## src/rtl/dbus_wbuf.sv

```systemverilog
// Data-bus interface: posted write buffer plus in-order load servicing over a req/ack bus.
// Latency: a store is queued on its M-cycle edge; load data is on DBUSMUPIN the cycle after BUS_ACK.
// Backpressure: DBIU_HALT is high while a load is outstanding or an M store meets a full buffer.
// Optional: DBUS_WBUF_MERGE_EN merges an M store into the tail entry when the word addresses match.
module dbus_wbuf #(
    parameter int WB_DEPTH = 4,
    parameter int WB_PTRW  = 2
) (
    input  logic        SYSCLK,
    input  logic        RESET1N,
    input  logic [31:0] RALU_DADDR_E,
    input  logic        RALU_DREAD_E_R,
    input  logic        RALU_DWRITE_E_R,
    input  logic        RALU_DSIGN_E_R,
    input  logic [3:0]  RALU_DBYEN_E,
    input  logic        RALU_DWORD_E,
    input  logic [31:0] RALU_ADATAREG_M_R,
    input  logic        CP0_XCPN_M,
    output logic [31:0] DBUSMUPIN,
    output logic        DBIU_HALT,
    output logic        BUS_REQ,
    output logic        BUS_WR,
    output logic [31:0] BUS_ADDR,
    output logic [3:0]  BUS_BYEN,
    output logic [31:0] BUS_WDATA,
    input  logic        BUS_ACK,
    input  logic [31:0] BUS_RDATA
);
    typedef enum logic [1:0] {IDLE = 2'd0, WR_BUSY = 2'd1, RD_BUSY = 2'd2} state_t;
    state_t state;

    logic [29:0] fifo_addr [WB_DEPTH];
    logic [3:0]  fifo_byen [WB_DEPTH];
    logic [31:0] fifo_data [WB_DEPTH];
    logic [WB_PTRW:0]   wr_ptr, rd_ptr;
    logic [WB_PTRW-1:0] wr_idx, rd_idx;
    logic fifo_empty, fifo_full;

    logic        pend_vld, pend_held;
    logic [29:0] pend_addr;
    logic [3:0]  pend_byen;
    logic [31:0] pend_data;

    logic        ld_done, ld_sign, ld_word;
    logic [3:0]  ld_byen;

    logic [3:0]  e_byen;
    logic [31:0] m_data;
    logic ld_req, push_req, merge, push, pop, blocked, halt, e_cap;
    logic unused_addr_lsb;

    assign unused_addr_lsb = ^RALU_DADDR_E[1:0];

    assign wr_idx     = wr_ptr[WB_PTRW-1:0];
    assign rd_idx     = rd_ptr[WB_PTRW-1:0];
    assign fifo_empty = (wr_ptr == rd_ptr);
    assign fifo_full  = (wr_ptr[WB_PTRW] != rd_ptr[WB_PTRW]) && (wr_idx == rd_idx);

    assign e_byen   = RALU_DWORD_E ? 4'hF : RALU_DBYEN_E;
    // A store takes precedence over a load presented in the same E cycle.
    assign ld_req   = RALU_DREAD_E_R && !RALU_DWRITE_E_R && !ld_done;
    // The exception only applies in the store's first M cycle; a held store is already committed.
    assign push_req = pend_vld && !(CP0_XCPN_M && !pend_held);
    assign m_data   = pend_held ? pend_data : RALU_ADATAREG_M_R;
    assign pop      = (state == WR_BUSY) && BUS_ACK;

`ifdef DBUS_WBUF_MERGE_EN
    logic [WB_PTRW-1:0] tail_idx;
    logic [31:0]        merge_mask;
    assign tail_idx   = wr_idx - WB_PTRW'(1);
    // The head entry is on (or about to go on) the bus, so only a non-head tail may absorb a store.
    assign merge      = push_req && !fifo_empty && (tail_idx != rd_idx) &&
                        (fifo_addr[tail_idx] == pend_addr);
    assign merge_mask = {{8{pend_byen[3]}}, {8{pend_byen[2]}}, {8{pend_byen[1]}}, {8{pend_byen[0]}}};
`else
    assign merge = 1'b0;
`endif

    assign push      = push_req && !merge && (!fifo_full || pop);
    assign blocked   = push_req && !merge && fifo_full && !pop;
    assign halt      = blocked || ld_req;
    assign DBIU_HALT = halt;
    assign e_cap     = RALU_DWRITE_E_R && !halt;

    function automatic logic [31:0] ld_align(input logic [31:0] d, input logic [3:0] be,
                                             input logic word, input logic sgn);
        logic [31:0] r;
        r = d;
        if (!word) begin
            case (be)
                4'b0011: r = {{16{sgn & d[15]}}, d[15:0]};
                4'b1100: r = {{16{sgn & d[31]}}, d[31:16]};
                4'b0001: r = {{24{sgn & d[7]}},  d[7:0]};
                4'b0010: r = {{24{sgn & d[15]}}, d[15:8]};
                4'b0100: r = {{24{sgn & d[23]}}, d[23:16]};
                4'b1000: r = {{24{sgn & d[31]}}, d[31:24]};
                default: r = d;
            endcase
        end
        return r;
    endfunction

    always_ff @(posedge SYSCLK) begin
        if (push) begin
            fifo_addr[wr_idx] <= pend_addr;
            fifo_byen[wr_idx] <= pend_byen;
            fifo_data[wr_idx] <= m_data;
        end
`ifdef DBUS_WBUF_MERGE_EN
        if (merge) begin
            fifo_byen[tail_idx] <= fifo_byen[tail_idx] | pend_byen;
            fifo_data[tail_idx] <= (fifo_data[tail_idx] & ~merge_mask) | (m_data & merge_mask);
        end
`endif
    end

    always_ff @(posedge SYSCLK or negedge RESET1N) begin
        if (!RESET1N) begin
            wr_ptr    <= '0;
            rd_ptr    <= '0;
            pend_vld  <= 1'b0;
            pend_held <= 1'b0;
            pend_addr <= '0;
            pend_byen <= '0;
            pend_data <= '0;
        end else begin
            if (push) wr_ptr <= wr_ptr + (WB_PTRW+1)'(1);
            if (pop)  rd_ptr <= rd_ptr + (WB_PTRW+1)'(1);
            if (blocked) begin
                pend_held <= 1'b1;
                pend_data <= m_data;
            end else begin
                pend_vld  <= e_cap;
                pend_held <= 1'b0;
                if (e_cap) begin
                    pend_addr <= RALU_DADDR_E[31:2];
                    pend_byen <= e_byen;
                end
            end
        end
    end

    always_ff @(posedge SYSCLK or negedge RESET1N) begin
        if (!RESET1N) begin
            state     <= IDLE;
            BUS_REQ   <= 1'b0;
            BUS_WR    <= 1'b0;
            BUS_ADDR  <= '0;
            BUS_BYEN  <= '0;
            BUS_WDATA <= '0;
            DBUSMUPIN <= '0;
            ld_done   <= 1'b0;
            ld_sign   <= 1'b0;
            ld_word   <= 1'b0;
            ld_byen   <= '0;
        end else begin
            ld_done <= 1'b0;
            case (state)
                IDLE: begin
                    // Reads wait until every queued and in-flight store has drained.
                    if (ld_req && fifo_empty && !pend_vld) begin
                        state    <= RD_BUSY;
                        BUS_REQ  <= 1'b1;
                        BUS_WR   <= 1'b0;
                        BUS_ADDR <= {RALU_DADDR_E[31:2], 2'b00};
                        BUS_BYEN <= e_byen;
                        ld_byen  <= e_byen;
                        ld_sign  <= RALU_DSIGN_E_R;
                        ld_word  <= RALU_DWORD_E;
                    end else if (!fifo_empty) begin
                        state     <= WR_BUSY;
                        BUS_REQ   <= 1'b1;
                        BUS_WR    <= 1'b1;
                        BUS_ADDR  <= {fifo_addr[rd_idx], 2'b00};
                        BUS_BYEN  <= fifo_byen[rd_idx];
                        BUS_WDATA <= fifo_data[rd_idx];
                    end
                end
                WR_BUSY: begin
                    if (BUS_ACK) begin
                        state   <= IDLE;
                        BUS_REQ <= 1'b0;
                        BUS_WR  <= 1'b0;
                    end
                end
                RD_BUSY: begin
                    if (BUS_ACK) begin
                        state     <= IDLE;
                        BUS_REQ   <= 1'b0;
                        DBUSMUPIN <= ld_align(BUS_RDATA, ld_byen, ld_word, ld_sign);
                        ld_done   <= 1'b1;
                    end
                end
                default: state <= IDLE;
            endcase
        end
    end
endmodule

```

## config.mk

```make
export PLATFORM = sky130hd
export DESIGN_NAME = dbus_wbuf
export DESIGN_NICKNAME = d
export VERILOG_FILES = /design/src/rtl/dbus_wbuf.sv
export SDC_FILE = /design/constraint.sdc
export NUM_CORES = 1
export LEC_CHECK = 0
export BUFFER_PORTS_ARGS = -buffer_cell sky130_fd_sc_hd__buf_2
export CORE_MARGIN = 1
export CORE_UTILIZATION = 52
export DETAILED_ROUTE_END_ITERATION = 16
export PLACE_DENSITY_LB_ADDON = 0.12
export SETUP_SLACK_MARGIN = 0.15
export SLEW_MARGIN = 10
export SYNTH_ARGS = -nofsm -noshare
export SYNTH_HDL_FRONTEND = slang
export SYNTH_SLANG_ARGS = --single-unit
```

## constraint.sdc

```tcl
create_clock -name SYSCLK -period 3.54 [get_ports SYSCLK]
set_input_delay 0.354 -clock SYSCLK [delete_from_list [all_inputs] [get_ports SYSCLK]]
set_output_delay 0.354 -clock SYSCLK [all_outputs]
set_load 0.02 [all_outputs]
```

==> summary.txt <==
Status
  • Status: complete, no violations

Pwr
  • Pwr dens: 893 nW/um2
  • Internal Power: between 0.01 and 0.015 W
  • Clk network pwr share: between 20% and 30%
  • Register share of total power: roughly two fifths
  • Power share of the combinational group: 30.9%
  • Total power: approximately 0.019 W
  • Switching power: roughly 0.006 W
  • Worst VDD drop: 0.520 mV
  • Sw Share: 31.7%
  • Leak pwr: approximately 8.4 nW

Route
  • Detail-routed via count per cell: roughly 5.5
  • Final antenna-violating net count: 0
  • Final WL: ~36 mm
  • Drt pass-1 iters: 6
  • DR iter-0 viols: 450
  • Via count: between 9000 and 10000
  • Wirelength per Cell: between 20 and 25 um
  • DRC: 0

Synthesis
  • Post-synth top area share: about 44%
  • Gate Count Post-Synth: approximately 1100
  • Ys Warns: 0
  • Mean Syn Cell Area: ~17 um2
  • Synth Flop Type: edfxtp_1
  • Ys async rst share: approximately two fifths
  • Mapped Area: about 18000 um2
  • Flops & latches, synth: about 450
  • Post-synth EDFFs: ~260
  • Dominant cell type by area after synthesis: edfxtp_1
  • Seq/Total Area, Yosys: 70.0%
  • Top post-synthesis cells by area: edfxtp_1 44%, dfrtp_1 26%, mux4_2 8.3%
  • Post-synth cell types: 55

STA
  • Fmax: around 350 MHz
  • Final hold vios: 0
  • Slew HR: approximately 30%
  • Final setup viols: 0
  • Sum of negative setup slack: 0 ps
  • Worst-Margin Slew: 1050 ps
  • RSZ-0062 raised after global routing: no
  • Min cycle time layout: approximately 2900 ps
  • Post-Route Skew: 23.0 ps
  • Period utilisation layout: between 80% and 90%
  • Fin. max-slew vios: 0

CTS
  • Clock Pin Slew Worst Setup and Hold Paths: roughly 60 ps
  • Clk Latency, worst-skew pair: 540 ps
  • Max clock buf depth: 3
  • Post_cts resized: 0
  • H-tree depth: 2
  • Cts bufs inserted: 47
  • CTS tree: done
  • Clock root cell: clkbuf_16
  • CTS Sinks: between 400 and 500
  • Postcts setup bufs: 0

Placed design
  • Placed cell count: about 1700
  • Port-buffer cells: between 200 and 250
  • Final Wtd Congestion: around 0.85
  • Post-DP HPWL: approximately 22 mm
  • Placed Area: roughly 19000 um2

Critical path
  • Worst r2r path cells: 8
  • Crit start category: flop
  • Crit path DAT: between 3000 and 4000 ps
  • Kind of critical path: flop to flop
  • Worst Path Required: just under 4000 ps
  • Crit path max-delay cell type: clkinv_1
  • CP Depth: 8
  • CP delay by family, top: buffers and inverters
  • Ordered cell list for the critical path: inv_1, ha_1, nand2_1, clkinv_1, nand3_1, nand2_1, a31oi_1, nand3_1
  • Max FO, Critical Path: 34
  • Buf/Inv on CP: 2
  • Crit end category: flop
  • Crit-path max cell delay: around 930 ps

Floorplanning
  • IO Pins: approximately 210
  • Initial Utilization: about 53%
  • Core area: 33700 um2
  • Site Rows: 67
  • Die H: 187 um
  • Die Wd: approximately 190 um
  • Die ar.: between 30000 and 40000 um2

Layout
  • Share of cells above drive strength 1: 37.2%
  • Area delta synth->final: 18.3%
  • Most frequent cells in the layout: 264 x edfxtp_1, 205 x buf_2, 181 x dfrtp_1
  • Nets: between 1000 and 1500
  • Non-Filler Instances: about 1800
  • Fillers: roughly 2500
  • Most common cell after layout, fill and taps aside: edfxtp_1
  • Post-route cell area: 21100 um2

GRT
  • Initial antenna violation count: 5
  • Total Routing Usage GR: 21.3%
  • Largest net degree at the start of global routing: 93
  • First-pass GRT wire length: between 50 and 60 mm
  • Vias in the first global route: 10269
  • Gr ovfl total: 0

Min path
  • Hold Crit Depth: 3
  • Worst hold-check path type: primary input to flop

Run
  • Number of max-cap violations: 0
stage by stage:
step,utilization (%),hold WS (ps),worst slack (ps)
floorplan,-,58.4,247
detailed placement,57.6,465,710
global route,62.7,11.2,381
finish,62.7,24.0,647
CTS,62.7,1.45,660
global placement,57.6,456,766
synthesized netlist by cell type, types with 2 or more instances:
library cell,n
a21oi_1,24
a22o_1,3
a22oi_1,14
a31oi_1,8
and2_1,4
and3_1,2
buf_1,3
buf_2,21
buf_4,11
buf_6,7
clkbuf_1,16
dfrtp_1,183
edfxtp_1,264
ha_1,9
inv_1,9
mux2_1,40
mux2_2,89
mux2i_1,15
mux4_2,66
nand2_1,93
nand2b_1,2
nand3_1,50
nand3_2,2
nand3b_1,3
nor2_1,28
nor2_4,2
nor2b_1,2
nor4b_2,2
o21ai_0,37
o21ai_2,3
o22ai_1,17
or2_2,2
xnor2_1,6
xnor2_2,2
xor2_1,2
per-layer routing:
metal	global-route usage [%]	share of wire, %	up-vias
met5	0	0.12	-
met4	5.57	2.1	8
met3	4.15	4.6	75
met2	35.7	50	221
met1	28.7	43	5026
li1	-	-	4489
tightest hold or removal path, delay by kind of cell:
family        cells  cell delay, ps
simple gates      2              90
buf+inv           1              70
layout make-up:
| cell class | instances | area [um2] | share of cell area (%) |
|---|---|---|---|
| Clock inverter | 22 | 353 | 1.67 |
| Multi-Input combinational cell | 545 | 4990 | 23.6 |
| Tap cell | 448 | 561 | 2.65 |
| Timing Repair Buffer | 233 | 1320 | 6.26 |
| Sequential cell | 447 | 12500 | 59.2 |
| Clock buffer | 64 | 1360 | 6.43 |
| Inverter | 10 | 37.5 | 0.178 |
| Antenna cell | 2 | 5.00 | 0.0237 |
cell families after synthesis:
group / after synthesis / share of synthesized area (%)
xor gates and xnor gates: 10 / 0.574
and+or+nand+nor: 200 / 5.36
DFF: 447 / 70.0
AOI/OAI and AO/OA: 114 / 3.93
muxes: 210 / 17.3
buffers and inverters: 70 / 2.21
adders and majority gates: 9 / 0.630
other: 1 / 0.0210
power groups by stage:
stage          combinational [W]  clock, W  sequential, W
2_1_floorplan            0.00375         0        0.00824
3_3_place_gp             0.00583         0        0.00777
3_5_place_dp             0.00592         0        0.00783
4_1_cts                  0.00596   0.00542        0.00774
5_1_grt                  0.00638   0.00561        0.00788
6_report                 0.00583   0.00532        0.00772
state kept, by name, indices dropped and copies added, names as in the netlist, 2 cells and up:
register   cells
pend_data     32
ld_byen        4
pend_byen      4
fifo_addr    120
pend_addr     30
BUS_BYEN       4
fifo_byen     16
BUS_ADDR      30
wr_ptr         3
fifo_data    128
BUS_WDATA     32
rd_ptr         3
DBUSMUPIN     32
state          2
worst paths after layout:
path                                    from            end  slack, ps
worst max-delay path                state[0]  DBUSMUPIN[12]        650
worst min-delay path            BUS_RDATA[0]   DBUSMUPIN[0]         20
worst max register to register      state[0]  DBUSMUPIN[12]        650
worst min register to register   BUS_BYEN[3]    BUS_BYEN[3]        470
max in group asynchronous            RESET1N  pend_addr[11]       2270
min in group asynchronous            RESET1N  DBUSMUPIN[21]        460
timing repair:
action | in CTS | in global routing
hold buffers | 2 | 0
hold endpoints to repair | 91 | 0
endpoints found under the setup margin | 0 | 0
(Power assumes the default switching activity.)
